<file path="src/rtl/note_player_pkg.sv">
// note_player_pkg
//   Shared field widths, note/length codes, mid-octave frequencies, FSM state type
//   and the half-period lookup used by the note player.
//   No ports.
package note_player_pkg;

   localparam int OCTAVE_BITS = 2;
   localparam int NOTE_BITS   = 4;
   localparam int LENGTH_BITS = 2;

   // Note codes; 8..15 are played as a rest.
   localparam logic [NOTE_BITS-1:0] NOTE_REST = 4'd0;
   localparam logic [NOTE_BITS-1:0] NOTE_C    = 4'd1;
   localparam logic [NOTE_BITS-1:0] NOTE_D    = 4'd2;
   localparam logic [NOTE_BITS-1:0] NOTE_E    = 4'd3;
   localparam logic [NOTE_BITS-1:0] NOTE_F    = 4'd4;
   localparam logic [NOTE_BITS-1:0] NOTE_G    = 4'd5;
   localparam logic [NOTE_BITS-1:0] NOTE_A    = 4'd6;
   localparam logic [NOTE_BITS-1:0] NOTE_B    = 4'd7;

   // Length codes: duration is a whole note shifted right by the code.
   localparam logic [LENGTH_BITS-1:0] LEN_WHOLE   = 2'd0;
   localparam logic [LENGTH_BITS-1:0] LEN_HALF    = 2'd1;
   localparam logic [LENGTH_BITS-1:0] LEN_QUARTER = 2'd2;
   localparam logic [LENGTH_BITS-1:0] LEN_EIGHTH  = 2'd3;

   // Mid-octave frequencies in Hz.
   localparam int F_C = 262;
   localparam int F_D = 294;
   localparam int F_E = 330;
   localparam int F_F = 349;
   localparam int F_G = 392;
   localparam int F_A = 440;
   localparam int F_B = 494;

   typedef enum logic [1:0] {S_IDLE, S_TONE, S_GAP, S_DONE} state_e;

   // Mid-octave half period in clock cycles; 0 marks a rest.
   function automatic int unsigned mid_half_period(input int unsigned clk_hz,
                                                   input logic [NOTE_BITS-1:0] n);
      case (n)
         NOTE_C:  return clk_hz / (2 * F_C);
         NOTE_D:  return clk_hz / (2 * F_D);
         NOTE_E:  return clk_hz / (2 * F_E);
         NOTE_F:  return clk_hz / (2 * F_F);
         NOTE_G:  return clk_hz / (2 * F_G);
         NOTE_A:  return clk_hz / (2 * F_A);
         NOTE_B:  return clk_hz / (2 * F_B);
         default: return 0;
      endcase
   endfunction

endpackage

</file>
<file path="src/rtl/note_player_if.sv">
// note_player_if
//   Request/response bundle between the note source (key capture or song
//   sequencer, master side) and the note player (slave side).
//   start/stop/octave/note/length : request from master
//   buzzer/busy/done/cur_note     : status and audio from slave
interface note_player_if;
   import note_player_pkg::*;

   logic                   start;
   logic                   stop;
   logic [OCTAVE_BITS-1:0] octave;
   logic [NOTE_BITS-1:0]   note;
   logic [LENGTH_BITS-1:0] length;
   logic                   buzzer;
   logic                   busy;
   logic                   done;
   logic [NOTE_BITS-1:0]   cur_note;

   modport master (output start, stop, octave, note, length,
                   input  buzzer, busy, done, cur_note);
   modport slave  (input  start, stop, octave, note, length,
                   output buzzer, busy, done, cur_note);
endinterface

</file>
<file path="src/rtl/note_player_ms_tick.sv">
// note_player_ms_tick
//   Free-running millisecond strobe: tick_o pulses for one cycle every
//   CLK_HZ/1000 cycles. The divider is cleared by reset only.
//   clk_i  : system clock
//   rst_i  : synchronous active-high reset
//   tick_o : one-cycle ms pulse
module note_player_ms_tick #(
   parameter int CLK_HZ = 100_000_000
) (
   input  logic clk_i,
   input  logic rst_i,
   output logic tick_o
);
   localparam int DIV = CLK_HZ / 1000;
   localparam int CW  = (DIV > 1) ? $clog2(DIV) : 1;

   logic [CW-1:0] cnt_q, cnt_d;

   assign tick_o = (cnt_q == CW'(DIV - 1));
   assign cnt_d  = tick_o ? '0 : cnt_q + CW'(1);

   always_ff @(posedge clk_i) begin
      if (rst_i) cnt_q <= '0;
      else       cnt_q <= cnt_d;
   end
endmodule

</file>
<file path="src/rtl/note_player.sv">
// note_player
//   Plays one (octave, note, length) request as a square wave on the buzzer,
//   followed by a short silence, then pulses done for one cycle.
//   clk_i : system clock
//   rst_i : synchronous active-high reset
//   bus   : note_player_if.slave
//           in : start, stop, octave, note, length
//           out: buzzer, busy, done, cur_note
module note_player
   import note_player_pkg::*;
#(
   parameter int CLK_HZ  = 100_000_000,
   parameter int BEAT_MS = 500,
   parameter int GAP_MS  = 20
) (
   input  logic          clk_i,
   input  logic          rst_i,
   note_player_if.slave  bus
);
   // Low-octave C has the longest half period; size the period counter for it.
   localparam int HP_MAX = (CLK_HZ / (2 * F_C)) * 2;
   localparam int HPW    = $clog2(HP_MAX + 1);
   localparam int MSW    = $clog2(4 * BEAT_MS + 1);

   logic tick;

   note_player_ms_tick #(.CLK_HZ(CLK_HZ)) u_ms_tick (
      .clk_i  (clk_i),
      .rst_i  (rst_i),
      .tick_o (tick)
   );

   state_e               state_q;
   logic                 buzzer_q, busy_q, done_q;
   logic [NOTE_BITS-1:0] cur_note_q;
   logic [HPW-1:0]       hp_q, per_q, hp_mid, hp_d;
   logic [MSW-1:0]       ms_q, tone_ms_q, tone_ms_d;

   // Request decode: half period after the octave shift, and tone time
   // (note duration minus the trailing silence).
   always_comb begin
      hp_mid = HPW'(mid_half_period(CLK_HZ, bus.note));
      case (bus.octave)
         2'd0:    hp_d = hp_mid << 1;
         2'd1:    hp_d = hp_mid;
         default: hp_d = hp_mid >> 1;
      endcase
      tone_ms_d = MSW'(((4 * BEAT_MS) >> bus.length) - GAP_MS);
   end

   always_ff @(posedge clk_i) begin
      if (rst_i) begin
         state_q    <= S_IDLE;
         buzzer_q   <= 1'b0;
         busy_q     <= 1'b0;
         done_q     <= 1'b0;
         cur_note_q <= '0;
         hp_q       <= '0;
         tone_ms_q  <= '0;
         per_q      <= '0;
         ms_q       <= '0;
      end else begin
         done_q <= 1'b0;
         if (bus.stop) begin
            // Abort from any state; also blocks a same-cycle start.
            state_q    <= S_IDLE;
            buzzer_q   <= 1'b0;
            busy_q     <= 1'b0;
            cur_note_q <= '0;
            per_q      <= '0;
            ms_q       <= '0;
         end else begin
            case (state_q)
               S_IDLE, S_DONE: begin
                  if (bus.start) begin
                     state_q    <= S_TONE;
                     busy_q     <= 1'b1;
                     cur_note_q <= bus.note;
                     hp_q       <= hp_d;
                     tone_ms_q  <= tone_ms_d;
                     buzzer_q   <= 1'b0;
                     per_q      <= '0;
                     ms_q       <= '0;
                  end else begin
                     state_q    <= S_IDLE;
                     busy_q     <= 1'b0;
                     cur_note_q <= '0;
                     buzzer_q   <= 1'b0;
                  end
               end
               S_TONE: begin
                  // hp_q == 0 is a rest: counter and buzzer stay idle.
                  if (hp_q != '0) begin
                     if (per_q == hp_q - HPW'(1)) begin
                        per_q    <= '0;
                        buzzer_q <= ~buzzer_q;
                     end else begin
                        per_q <= per_q + HPW'(1);
                     end
                  end
                  // Entering GAP overrides any toggle on the same cycle.
                  if (tick) begin
                     if (ms_q + MSW'(1) == tone_ms_q) begin
                        state_q  <= S_GAP;
                        ms_q     <= '0;
                        per_q    <= '0;
                        buzzer_q <= 1'b0;
                     end else begin
                        ms_q <= ms_q + MSW'(1);
                     end
                  end
               end
               S_GAP: begin
                  buzzer_q <= 1'b0;
                  per_q    <= '0;
                  if (tick) begin
                     if (ms_q + MSW'(1) == MSW'(GAP_MS)) begin
                        state_q    <= S_DONE;
                        ms_q       <= '0;
                        busy_q     <= 1'b0;
                        cur_note_q <= '0;
                        done_q     <= 1'b1;
                     end else begin
                        ms_q <= ms_q + MSW'(1);
                     end
                  end
               end
               default: state_q <= S_IDLE;
            endcase
         end
      end
   end

   assign bus.buzzer   = buzzer_q;
   assign bus.busy     = busy_q;
   assign bus.done     = done_q;
   assign bus.cur_note = cur_note_q;
endmodule
</file>
<file path="src/flat_wrapper.sv">
// flat-port wrapper written by rule: the top's interface ports become plain ports
module note_player_flat import note_player_pkg::*;
#(
   parameter int CLK_HZ  = 100_000_000,
   parameter int BEAT_MS = 500,
   parameter int GAP_MS  = 20
)
  (clk_i, rst_i, bus_start, bus_stop, bus_octave, bus_note, bus_length, bus_buzzer, bus_busy, bus_done, bus_cur_note);
  note_player_if bus_i ();
  input  logic clk_i;
  input  logic rst_i;
  input wire logic [$bits(bus_i.start)-1:0] bus_start;
  input wire logic [$bits(bus_i.stop)-1:0] bus_stop;
  input wire logic [$bits(bus_i.octave)-1:0] bus_octave;
  input wire logic [$bits(bus_i.note)-1:0] bus_note;
  input wire logic [$bits(bus_i.length)-1:0] bus_length;
  output wire logic [$bits(bus_i.buzzer)-1:0] bus_buzzer;
  output wire logic [$bits(bus_i.busy)-1:0] bus_busy;
  output wire logic [$bits(bus_i.done)-1:0] bus_done;
  output wire logic [$bits(bus_i.cur_note)-1:0] bus_cur_note;
  assign bus_i.start = bus_start;
  assign bus_i.stop = bus_stop;
  assign bus_i.octave = bus_octave;
  assign bus_i.note = bus_note;
  assign bus_i.length = bus_length;
  assign bus_buzzer = bus_i.buzzer;
  assign bus_busy = bus_i.busy;
  assign bus_done = bus_i.done;
  assign bus_cur_note = bus_i.cur_note;
  note_player #(.CLK_HZ(CLK_HZ), .BEAT_MS(BEAT_MS), .GAP_MS(GAP_MS)) u_core (.clk_i(clk_i), .rst_i(rst_i), .bus(bus_i));
endmodule
</file>
<file path="config.mk">
export PLATFORM = sky130hd
export DESIGN_NAME = note_player_flat
export DESIGN_NICKNAME = d
export VERILOG_FILES = /design/src/rtl/note_player_pkg.sv /design/src/rtl/note_player_if.sv /design/src/rtl/note_player_ms_tick.sv /design/src/rtl/note_player.sv /design/src/flat_wrapper.sv
export SDC_FILE = /design/constraint.sdc
export NUM_CORES = 1
export LEC_CHECK = 0
export CORE_UTILIZATION = 50
export DETAILED_ROUTE_END_ITERATION = 12
export PLACE_DENSITY = 0.65
export SYNTH_ARGS = -nofsm -noshare
export SYNTH_HDL_FRONTEND = slang
export SYNTH_SLANG_ARGS = --single-unit
</file>
<file path="constraint.sdc">
create_clock -name clk_i -period 4.5 [get_ports clk_i]
set_clock_uncertainty 0.05 [all_clocks]
set_input_delay 0.9 -clock clk_i [delete_from_list [all_inputs] [get_ports clk_i]]
set_output_delay 0.9 -clock clk_i [all_outputs]
set_load 0.05 [all_outputs]
</file>
[After elaboration in Yosys (flattened, before gate mapping)]
Cells that the tools add are included.
Widths: inputs -> output; s select.
Word-level totals
  output and inout bits: 7
  register bits: 86
Operators by class
  reductions and logical operators: 13
  add/subtract/negate cells: 5
  muxes and demuxes: 34
  bitwise operators: 4
  equality and inequality tests: 20
  shift operators: 1
Operators with widths (number)
  $pmux 18 s7: 1
  $mux 19: 5
  $pmux 19 s3: 1
  $mux 11: 5
  $pmux 19 s2: 1
  $pmux 11 s3: 1
  $add 19x1->19 const B: 1
  $eq 19x19->1: 1
  $reduce_bool 19->1: 1
  $sub 19x1->19 const B: 1
  $add 17x1->17 const B: 1
  $eq 17x17->1 const B: 1
  $eq 4x3->1 const B: 4
  $mux 4: 3
  $add 11x1->11 const B: 1
  $eq 11x11->1: 1
  $eq 11x5->1 const B: 1
  $shr 11x2->11 const A: 1
  $sub 11x6->11 const B: 1
  $mux 1: 9
  $reduce_and 3->1: 3
  $eq 4x2->1 const B: 2
  $mux 2: 4
  $pmux 4 s2: 1
  other kinds (14): 26

[Logic depth before layout (Yosys ltp)]
  depth after elaboration: 7
  gate-level depth with buffers: 14
  gate-level depth less buffers: 10

[Hierarchy]
A second synthesis with hierarchy kept.
Unflattened totals
  cell total of the unflattened synthesis: 689
  area total of the unflattened synthesis: 5440.2 um^2
By module, submodules not included
  note_player: sequential area each 1341.3 um^2, instances 1, cells an instance 603, area each 4678.2 um^2
  note_player_ms_tick: sequential area each 340.3 um^2, instances 1, cells an instance 86, area each 762.0 um^2

[Worst setup path before layout]
OpenSTA, ideal clock, no wires.
  path kind: register to register
  start: register u_core.hp_q[0]
  end: register u_core.per_q[11]
  cell stages (with the launch flop): 15
  slack: 1.332 ns
  required time: 4.313 ns
  library setup time: 0.137 ns
  clock period less this slack: 3.168 ns
  arrival time: 2.981 ns
  path through: dfxtp_1 -> clkbuf_1 -> inv_1 -> ha_1 -> clkbuf_1 -> nand2b_1 -> or4b_1 -> buf_2 -> nor4_4 -> mux2_2 -> mux2i_2 -> o2111ai_4 -> buf_6 -> nand4_1 -> o311ai_2
Between the ends
  cells in the longest elaborated chain, start to end: 7
RTL lines
  start, declared: RTL line note_player.sv:36  | logic [HPW-1:0] hp_q, per_q, hp_mid, hp_d;
  start signal, assigned: RTL line note_player.sv:79  | hp_q <= hp_d;
  $sub 19x1->19: RTL line note_player.sv:94  | if (per_q == hp_q - HPW'(1)) begin
  $eq 19x19->1: RTL line note_player.sv:94
  $mux 19: RTL line note_player.sv:94
  $mux 19 (*): RTL line note_player.sv:93  | if (hp_q != '0) begin
  $mux 19: RTL line note_player.sv:103  | if (ms_q + MSW'(1) == tone_ms_q) begin
  $mux 19 (*): RTL line note_player.sv:102  | if (tick) begin
  $pmux 19 s3 (*): RTL line note_player.sv:73  | case (state_q)
  end signal, assigned: RTL line note_player.sv:98  | per_q <= per_q + HPW'(1);
  end, declared: RTL line note_player.sv:36
Mark *: on every way between the ends. The rest lies on a longest branch, timed or not.
A chain may end at the register's enable or synchronous reset.

[Worst setup path in the final report]
  start: register u_core.ms_q[0]
  end: register u_core.per_q[16]
Between the ends
  cells in the longest elaborated chain, start to end: 5
RTL lines
  start, declared: RTL line note_player.sv:37  | logic [MSW-1:0] ms_q, tone_ms_q, tone_ms_d;
  start signal, assigned: RTL line note_player.sv:109  | ms_q <= ms_q + MSW'(1);
  start signal, assigned: RTL line note_player.sv:124  | ms_q <= ms_q + MSW'(1);
  $add 11x1->11: RTL line note_player.sv:103
  $eq 11x11->1: RTL line note_player.sv:103
  $mux 19: RTL line note_player.sv:103
  $mux 19: RTL line note_player.sv:102
  $pmux 19 s3: RTL line note_player.sv:73
Every way passes these cells.

==> flow_summary.json <==
{
  "holdBufCountCts": 0,
  "report.final.slew_viol_count": 0,
  "drt_first_pass_iters": 5,
  "static-leakage-power_nw": 1.97,
  "chipHeight_um": 107,
  "dp_hpwl_um": 9900,
  "vias_in_the_first_global_route": 4671,
  "yosysTopAreaCell": "sky130_fd_sc_hd__dfxtp_1",
  "core_outline_area_um2": 10800,
  "power_per_cell_area_nw_per_um2": 275,
  "total_number_of_clock_tree_sinks": 84,
  "final_common_cell": "sky130_fd_sc_hd__dfxtp_1",
  "num_io_pins": 19,
  "seqPwrFrac_pct": 48.1,
  "drt-vias-per-instance": 6.10,
  "synth_flop_cell": "sky130_fd_sc_hd__dfxtp_1",
  "max-cap-violations": 0,
  "irDropWorstVdd_mv": 0.163,
  "final_cells": 852,
  "syn_to_final_growth_pct": 6.54,
  "grt_start_max_net_pins": 30,
  "synthDominantCellAreaShare_pct": 30.4,
  "filler_cell_count": 1011,
  "worst_path_buf_inv": 1,
  "grt_util_all_layers_pct": 25.0,
  "fmax_ghz": 0.270,
  "r2r_end": "u_core.per_q[16]",
  "clock_tree.root_cell": "sky130_fd_sc_hd__clkbuf_8",
  "min_delay_path_depth": 2,
  "finalHoldViolations": 0,
  "grt-ovfl-total": 0,
  "finalSetupViolCount": 0,
  "synth.cell_area_um2": 5530,
  "critPathLaunchType": "register",
  "h-tree-depth": 3,
  "remaining_drc_errors": 0,
  "synth_edf_count": 0,
  "crit_path_top_delay_cell": "sky130_fd_sc_hd__nor3_2",
  "die_w_um": 107,
  "worstPathArrival_ps": 3930,
  "timing.hold.worst.class": "register to register",
  "pwr-share-comb_pct": 17.1,
  "max_stage_delay_ps": 600,
  "post-route-min-period_ps": 3710,
  "start_util_pct": 51.3,
  "switching_power_mw": 0.488,
  "worst-slew-pin-transition_ps": 1090,
  "reg2reg_depth": 10,
  "number_of_antenna_repair_diodes": 0,
  "clk_pin_slew_worst_paths_ps": 90,
  "setup.worst_path.end_class": "register",
  "asyncSetResetFlopFracSynth_pct": 0,
  "post-place-cells": 836,
  "postSynthRegisterBits": 84,
  "cts_post_setup_buffers_inserted": 0,
  "clock_tree_from_tritoncts": "built",
  "type_of_the_worst_setup_path": "register to register",
  "cp.required_ps": 4720,
  "finalSetupTns_ps": 0,
  "gpl.final_weighted_congestion": 0.897,
  "number_of_antenna_violations_at_the_first_check_in_global_routing": 0,
  "detail_route.iter0.violations": 366,
  "die-area_um2": 11500,
  "outcome": "finished clean",
  "setup.reg_to_reg.worst_slack_ps": 790,
  "whs_endpoint": "u_core.tone_ms_q[5]",
  "synth_cell_types": 70,
  "total_vias_in_the_final_route": 5193,
  "critical_path.max_fanout": 12,
  "clock_latency_ps": 360,
  "row_count": 38,
  "synth_sequential_area_ratio_pct": 30.4,
  "period_share_pct": 82.4,
  "drive_above_1_share_pct": 6.18,
  "worst_slew_slack_as_a_fraction_of_its_limit_pct": 27.3,
  "layout_common_cells": "84 x sky130_fd_sc_hd__dfxtp_1, 70 x sky130_fd_sc_hd__nor2_1, 65 x sky130_fd_sc_hd__nand2_1, 50 x sky130_fd_sc_hd__a21oi_1, 38 x sky130_fd_sc_hd__o21ai_0",
  "post_synth.cell_area_avg_um2": 7.55,
  "cellInternalPower_mw": 1.13,
  "cts_repair_resize_count": 0,
  "power_frac_clock_pct": 34.9,
  "synth.net_count": 753,
  "grt_pass1_wl_um": 23100,
  "ys.warnings.count": 0,
  "clock_tree.buffer_depth": 2,
  "routed_wire_length_per_instance_um": 16.0,
  "design.final.nets": 727,
  "holdCritStartpoint": "u_core.tone_ms_q[5]",
  "synth_cells": 733,
  "count_of_input_and_output_buffers": 18,
  "rsz0062_at_grt": "no",
  "route.antenna.remaining_nets": 0,
  "synth_top_cells_by_area": "sky130_fd_sc_hd__dfxtp_1 30%, sky130_fd_sc_hd__xnor2_1 5.5%, sky130_fd_sc_hd__nor2_1 4.7%",
  "power.switching_fraction_pct": 30.1,
  "cts-buffers-inserted": 9,
  "cp_cell_sequence": "ha_1, nand3_1, o21a_1, o221a_2, o22ai_1, nor3_1, nor3_2, buf_4, nand3_4, o311ai_1",
  "worst_r2r_startpoint": "u_core.ms_q[0]",
  "aggregate_routed_wire_length_um": 13600,
  "critical-path-top-delay-family": "simple AND/OR/NAND/NOR gates",
  "post-route-util_pct": 54.6
}
[final cells by class]
cell class	instances	area (um2)	share of cell area, %
well taps	140	175	2.97
clock buffers	9	124	2.10
clock inverters	7	81.3	1.38
inverters	25	93.8	1.59
repair buffers	25	233	3.95
flip-flops and latches	84	1680	28.5
multi-input cells	562	3510	59.5
[worst reg2reg max path: stages (launching register included)]
cell                       delay, ps
sky130_fd_sc_hd__dfxtp_1         450
sky130_fd_sc_hd__ha_1            370
sky130_fd_sc_hd__nand3_1         390
sky130_fd_sc_hd__o21a_1          320
sky130_fd_sc_hd__o221a_2         280
sky130_fd_sc_hd__o22ai_1         280
sky130_fd_sc_hd__nor3_1          140
sky130_fd_sc_hd__nor3_2          600
sky130_fd_sc_hd__buf_4           290
sky130_fd_sc_hd__nand3_4         140
sky130_fd_sc_hd__o311ai_1        310
[cells by family (layout without fill, tap and decap cells)]
group | Yosys count | in the layout | synth area share (%)
mux | 11 | 11 | 2.10
compound gates | 180 | 180 | 21.3
fa+ha+maj | 8 | 8 | 1.81
xor+xnor | 52 | 52 | 8.48
buf+inv | 87 | 66 | 6.24
simple gates | 311 | 311 | 29.6
flops | 84 | 84 | 30.4
[cell usage after synthesis, types with 3 or more instances]
cell type,n
sky130_fd_sc_hd__a211oi_1,3
sky130_fd_sc_hd__a21oi_1,50
sky130_fd_sc_hd__a22oi_1,13
sky130_fd_sc_hd__a311oi_1,6
sky130_fd_sc_hd__a31oi_1,13
sky130_fd_sc_hd__a41oi_1,3
sky130_fd_sc_hd__and2_1,5
sky130_fd_sc_hd__and3_1,14
sky130_fd_sc_hd__and4_1,3
sky130_fd_sc_hd__buf_1,7
sky130_fd_sc_hd__buf_2,3
sky130_fd_sc_hd__clkbuf_1,50
sky130_fd_sc_hd__dfxtp_1,84
sky130_fd_sc_hd__ha_1,8
sky130_fd_sc_hd__inv_1,25
sky130_fd_sc_hd__mux2i_1,8
sky130_fd_sc_hd__nand2_1,65
sky130_fd_sc_hd__nand2b_1,8
sky130_fd_sc_hd__nand3_1,30
sky130_fd_sc_hd__nand4_1,23
sky130_fd_sc_hd__nor2_1,70
sky130_fd_sc_hd__nor2b_1,4
sky130_fd_sc_hd__nor3_1,34
sky130_fd_sc_hd__nor4_1,12
sky130_fd_sc_hd__nor4b_1,5
sky130_fd_sc_hd__o2111ai_1,3
sky130_fd_sc_hd__o211ai_1,8
sky130_fd_sc_hd__o21a_1,5
sky130_fd_sc_hd__o21ai_0,38
sky130_fd_sc_hd__o21ai_1,3
sky130_fd_sc_hd__o22ai_1,8
sky130_fd_sc_hd__or2_2,5
sky130_fd_sc_hd__or3_1,10
sky130_fd_sc_hd__or4_1,7
sky130_fd_sc_hd__xnor2_1,35
sky130_fd_sc_hd__xor2_1,16
[routing by layer]
layer | global-route usage (%) | vias up | part of all wire (%)
li1 | - | 2619 | -
met1 | 36.6 | 2448 | 50
met2 | 37.4 | 111 | 44
met3 | 4.01 | 15 | 4.2
met4 | 7.44 | 0 | 1.2
met5 | 0 | - | 0
[per-stage QoR]
| step | hold slack, ps | area [um2] | total power, mW | worst slack (ps) |
|---|---|---|---|---|
| 5_1_grt | 458 | 5890 | 1.71 | 444 |
| 2_1_floorplan | 395 | 5530 | 1.01 | 1330 |
| 4_1_cts | 431 | 5890 | 1.64 | 821 |
| 3_5_place_dp | 418 | 5690 | 1.07 | 849 |
| 3_3_place_gp | 414 | 5690 | 1.07 | 949 |
| 6_report | 430 | 5890 | 1.62 | 792 |
[sequential cells by signal, indices dropped and copies added (netlist names)]
| name | flops |
|---|---|
| u_core.u_ms_tick.cnt_q | 17 |
| u_core.bus.cur_note | 4 |
| u_core.tone_ms_q | 9 |
| u_core.hp_q | 19 |
| u_core.state_q | 2 |
| u_core.bus.done | 1 |
| u_core.bus.buzzer | 1 |
| u_core.ms_q | 11 |
| u_core.per_q | 19 |
| u_core.bus.busy | 1 |
[how the worst max path moves through the flow]
| stage | start | to | slack (ps) | cells past startpoint |
|---|---|---|---|---|
| CTS | u_core.ms_q[0] | u_core.per_q[16] | 820 | 10 |
| global route | u_core.ms_q[0] | u_core.per_q[16] | 440 | 10 |
| detailed placement | u_core.ms_q[0] | u_core.per_q[16] | 850 | 10 |
| global placement | u_core.ms_q[0] | u_core.per_q[16] | 950 | 10 |
| finish | u_core.ms_q[0] | u_core.per_q[16] | 790 | 10 |
| floorplan | u_core.hp_q[0] | u_core.per_q[11] | 1330 | 14 |
[power by group through the flow]
stage | clock network (mW) | registers [mW] | logic, mW
3_5_place_dp | 0 | 0.797 | 0.274
6_report | 0.566 | 0.780 | 0.277
3_3_place_gp | 0 | 0.796 | 0.271
5_1_grt | 0.616 | 0.782 | 0.307
4_1_cts | 0.585 | 0.779 | 0.275
2_1_floorplan | 0 | 0.795 | 0.214
No activity file was read; power rests on OpenSTA's default activity.
